`config.mk`:
```
export PLATFORM = sky130hd
export DESIGN_NAME = controlador_paridade_quadro
export DESIGN_NICKNAME = d
export VERILOG_FILES = /design/src/rtl/controlador_paridade_quadro.sv
export SDC_FILE = /design/constraint.sdc
export NUM_CORES = 1
export LEC_CHECK = 0
export ABC_CLOCK_PERIOD_IN_PS = 2500
export BUFFER_PORTS_ARGS = -buffer_cell sky130_fd_sc_hd__buf_4
export CAP_MARGIN = 5
export CORE_MARGIN = 4
export CORE_UTILIZATION = 54
export DETAILED_ROUTE_END_ITERATION = 8
export PLACE_DENSITY = 0.77
export RECOVER_POWER = 100
export SYNTH_ARGS = -nofsm -noshare
export SYNTH_HDL_FRONTEND = slang
export SYNTH_SLANG_ARGS = --single-unit
```
`constraint.sdc`:
```
create_clock -name clk -period 2.5 [get_ports clk]
set_input_delay 0.375 -clock clk [delete_from_list [all_inputs] [get_ports clk]]
set_output_delay 0.375 -clock clk [all_outputs]
set_load 0.02 [all_outputs]
```
`src/rtl/controlador_paridade_quadro.sv`:
```
// controlador_paridade_quadro: frame controller feeding a serial parity detector; define PARITY_ODD_EN for odd-parity frames
module controlador_paridade_quadro #(
  parameter int DATA_W = 8
) (
  input  logic              clk,
  input  logic              reset,
  input  logic [DATA_W-1:0] word_in,
  input  logic              par_in,
  input  logic              valid_in,
  output logic              ready_out,
  output logic              det_reset,
  output logic              det_bit,
  input  logic              det_odd,
  output logic              done,
  output logic              err,
  output logic [7:0]        err_count
);
  typedef enum logic [2:0] {IDLE, CLEAR, SHIFT, PARITY, CHECK} state_t;
`ifdef PARITY_ODD_EN
  localparam logic ODD = 1'b1;
`else
  localparam logic ODD = 1'b0;
`endif
  state_t            r_state;
  logic [DATA_W-1:0] r_sh;
  logic              r_par;
  logic [5:0]        r_idx;
  logic              r_ready;
  logic              r_clr;
  logic              r_bit;
  logic              r_done;
  logic [7:0]        r_count;
  logic              w_err;
  assign w_err     = r_done & ~reset & (det_odd ^ ODD);
  assign ready_out = r_ready;
  assign det_reset = reset | r_clr;
  assign det_bit   = r_bit & ~reset;
  assign done      = r_done & ~reset;
  assign err       = w_err;
  assign err_count = reset ? 8'd0 : r_count;
  // frame sequencer: outputs are registered one state ahead so they line up with the state they belong to
  always_ff @(posedge clk) begin
    if (reset) begin
      r_state <= IDLE;
      r_ready <= 1'b1;
      r_clr   <= 1'b0;
      r_bit   <= 1'b0;
      r_done  <= 1'b0;
      r_idx   <= '0;
      r_count <= '0;
    end else begin
      case (r_state)
        IDLE: if (valid_in) begin
          r_sh    <= word_in;
          r_par   <= par_in;
          r_ready <= 1'b0;
          r_clr   <= 1'b1;
          r_state <= CLEAR;
        end
        CLEAR: begin
          r_clr   <= 1'b0;
          r_bit   <= r_sh[0];
          r_sh    <= r_sh >> 1;
          r_idx   <= '0;
          r_state <= SHIFT;
        end
        SHIFT: begin
          r_idx <= r_idx + 6'd1;
          if (r_idx == 6'(DATA_W - 1)) begin
            r_bit   <= r_par;
            r_state <= PARITY;
          end else begin
            r_bit <= r_sh[0];
            r_sh  <= r_sh >> 1;
          end
        end
        PARITY: begin
          r_bit   <= 1'b0;
          r_done  <= 1'b1;
          r_state <= CHECK;
        end
        CHECK: begin
          r_done  <= 1'b0;
          r_ready <= 1'b1;
          r_state <= IDLE;
          if (w_err && r_count != 8'hFF) r_count <= r_count + 8'd1;
        end
        default: r_state <= IDLE;
      endcase
    end
  end
endmodule

```
==> results.py <==
metrics = {
    "outcome": {
        "status": "completed",
    },
    "die": {
        "dieWidth_um": 61.1,
        "rows": 18,
        "initial_core_util_pct": 58.8,
        "dieArea_sq_um": 3730,
        "die_y_um": 61.1,
        "core_area_sq_um": 2590,
        "pin_count": 26,
    },
    "global_route": {
        "grt_pass1_wl_um": 4880,
        "grt_use_total_pct": 18.2,
        "antenna_found_initial": 0,
        "grt_overflow": 0,
        "grt_pass1_vias": 1058,
        "grt_max_degree": 33,
    },
    "sta": {
        "max_slew_margin_pct": 53.8,
        "finalSetupViolations": 0,
        "rsz0062_at_grt": "false",
        "layout_setup_ws_ns": 0.493,
        "finalHoldWorstSlack_ns": 0.240,
        "finalSetupTns_ns": 0,
        "clock_skew_ns": 0.00357,
        "period_minus_slack_ns": 2.01,
        "drv_slew": 0,
        "max_freq_mhz": 498,
        "timing.final.crit_share_pct": 80.3,
        "hold_viol": 0,
        "tightest_slew_ns": 0.692,
    },
    "clock_tree": {
        "cts_tree": "yes",
        "path_clk_slew_ns": 0.09,
        "ctsResizeCount": 0,
        "htreeDepth": 2,
        "cts_root_buf": "clkbuf_4",
        "cts_setup_buffers": 0,
        "cts_made_buffers": 5,
        "clock_path_buffers": 2,
        "clk_latency_ns": 0.33,
        "cts_hold_buffers": 0,
        "numClockSinks": 30,
    },
    "drt": {
        "first_iter_violations": 99,
        "antenna_left": 0,
        "wire_per_inst_um": 14.4,
        "firstDrtPassIters": 4,
        "vias_per_cell": 5.80,
        "wirelength_um": 2980,
        "num_vias": 1200,
        "drc": 0,
    },
    "synthesis": {
        "synth_top_family_by_area": "simple AND/OR/NAND/NOR gates",
        "synth_edf_count": 9,
        "synthXorXnorAreaFrac_pct": 1.15,
        "ys.flop_type": "dfxtp_1",
        "synth_sequential_area_ratio_pct": 45.4,
        "synth_top_cell_area_share_pct": 27.6,
        "muxShareOfSynthArea_pct": 11.8,
        "syn-cell-area_sq_um": 1520,
        "syn_area_per_cell_sq_um": 10.0,
        "synth_fp_nets": 167,
        "yosysTopAreaCell": "dfxtp_1",
        "async_reset_ff_share_pct": 0,
        "synthCells": 152,
        "synth_adder_area_share_pct": 1.64,
        "yosys.area_share.simple_pct": 23.7,
        "synth_compound_area_share_pct": 12.6,
        "synth.distinct_cells": 46,
        "yosysWarningCount": 0,
        "synth_seq_cells": 30,
        "synth.area.top_cells": "dfxtp_1, edfxtp_1, mux2_2",
    },
    "critical_path": {
        "cp_slowest_cell": "dfxtp_1",
        "crit_path_end_kind": "flop",
        "r2r_cells": 3,
        "critical_path.top_delay_family": "flip-flops",
        "r2r_end": "r_sh[4]",
        "r2r-start": "r_state[0]",
        "cp.buffers_inverters": 0,
        "cp_data_arrival_time_ns": 2.09,
        "timing.setup.critical_path_class": "reg -> reg",
        "path_cells": "xnor2_1 > nor2_1 > mux2_2",
        "crit_fanout": 21,
        "cp-start-kind": "flop",
        "regToRegSetupSlack_ns": 0.49,
        "cp.required_ns": 2.59,
        "cp_slowest_stage_delay_ns": 0.70,
    },
    "pwr": {
        "pwr-share-comb_pct": 12.3,
        "irDropWorstVdd_v": 0.000427,
        "p_sw_w": 0.000248,
        "power_density_nw_per_um2": 558,
        "power_frac_clock_pct": 28.8,
        "switching_share_pct": 26.3,
        "p_seq_share_pct": 58.9,
        "power.internal_w": 0.000696,
        "cellLeakagePower_nw": 0.614,
    },
    "layout": {
        "design_area_sq_um": 1690,
        "antenna_cells": 0,
        "final_common_cell": "dfxtp_1",
        "area.growth.synth_to_final_pct": 11.2,
        "final_nets": 191,
        "final_cell_mix": "dfxtp_1, nor2_1, clkbuf_1, buf_4, mux2_2",
        "final_cells": 207,
        "drive_gt1_share_pct": 21.5,
    },
    "min_path": {
        "hp-start": "par_in",
        "hp-class": "in -> reg",
        "hold_path_depth": 1,
        "hold_end": "r_par",
    },
    "placed_design": {
        "portBuffers": 25,
        "placed_area_sq_um": 1710,
        "dp_slack_ns": 0.675,
        "gp_congestion": 0.800,
        "dp_cells": 199,
        "place_hpwl_um": 2120,
    },
    "run": {
        "maxCapViolations": 0,
    },
}
## area by class of cell
class	count	area, sq um
Fill cell	224	897
Clock buffer	6	41.3
Multi-Input combinational cell	108	748
Tap cell	30	37.5
Clock inverter	2	8.76
Sequential cell	30	691
Timing Repair Buffer	25	144
Inverter	6	22.5
## per-stage QoR
stage,utilization [%],total power (W)
2_1_floorplan,-,0.000655
3_3_place_gp,66.1,0.000688
3_5_place_dp,66.1,0.000695
4_1_cts,68.1,0.000964
5_1_grt,65.4,0.000998
6_report,65.4,0.000944
## per-layer routing
layer	global-route usage, %	up-vias	part of all wire, %	routed length (um)
met2	25.8	29	46	1380
met3	5.45	7	5.8	174
met4	10.2	0	2.1	62
li1	-	598	-	-
met1	24.4	566	46	1360
met5	0	-	0	0
## state kept, by name, indices dropped and copies added, names as in the netlist
name / flops
r_sh: 8
r_par: 1
r_clr: 1
r_done: 1
r_state: 3
r_count: 8
r_bit: 1
r_idx: 6
ready_out: 1
## cell families after synthesis
family	count (synthesis)
compound gates	27
xor+xnor	2
fa+ha+maj	2
buf+inv	14
flops	30
mux	16
simple gates	61
## how the worst max path moves through the flow
stage,cells past startpoint,startpoint,end
after CTS,3,r_state[0],r_sh[2]
after detailed placement,3,r_state[0],r_sh[3]
after global routing,3,r_state[0],r_sh[2]
after global placement,5,reset,r_count[7]
after floorplan,5,r_count[0],r_count[6]
final,3,r_state[0],r_sh[4]
## synth_stat cells (2+ instances only)
cell type / number
ha_1: 2
o21ai_0: 8
nor2_4: 2
clkbuf_1: 3
dfxtp_1: 21
nor2_1: 11
nor2b_1: 8
nand2b_1: 5
edfxtp_1: 9
nand3_1: 3
buf_2: 4
o31ai_1: 2
nor4_1: 2
nand2_1: 10
nand4_1: 2
inv_1: 6
a21oi_1: 8
mux2_2: 11
nor3_1: 5
mux2i_1: 4
## power groups by stage
stage	sequential (W)	combinational (W)	clock [W]
floorplan	0.000556	0.0000986	0
detailed placement	0.000569	0.000125	0
finish	0.000557	0.000116	0.000272
global placement	0.000568	0.000120	0
global route	0.000562	0.000130	0.000306
CTS	0.000558	0.000125	0.000281
Note: power is estimated with default switching activity, not from simulation.
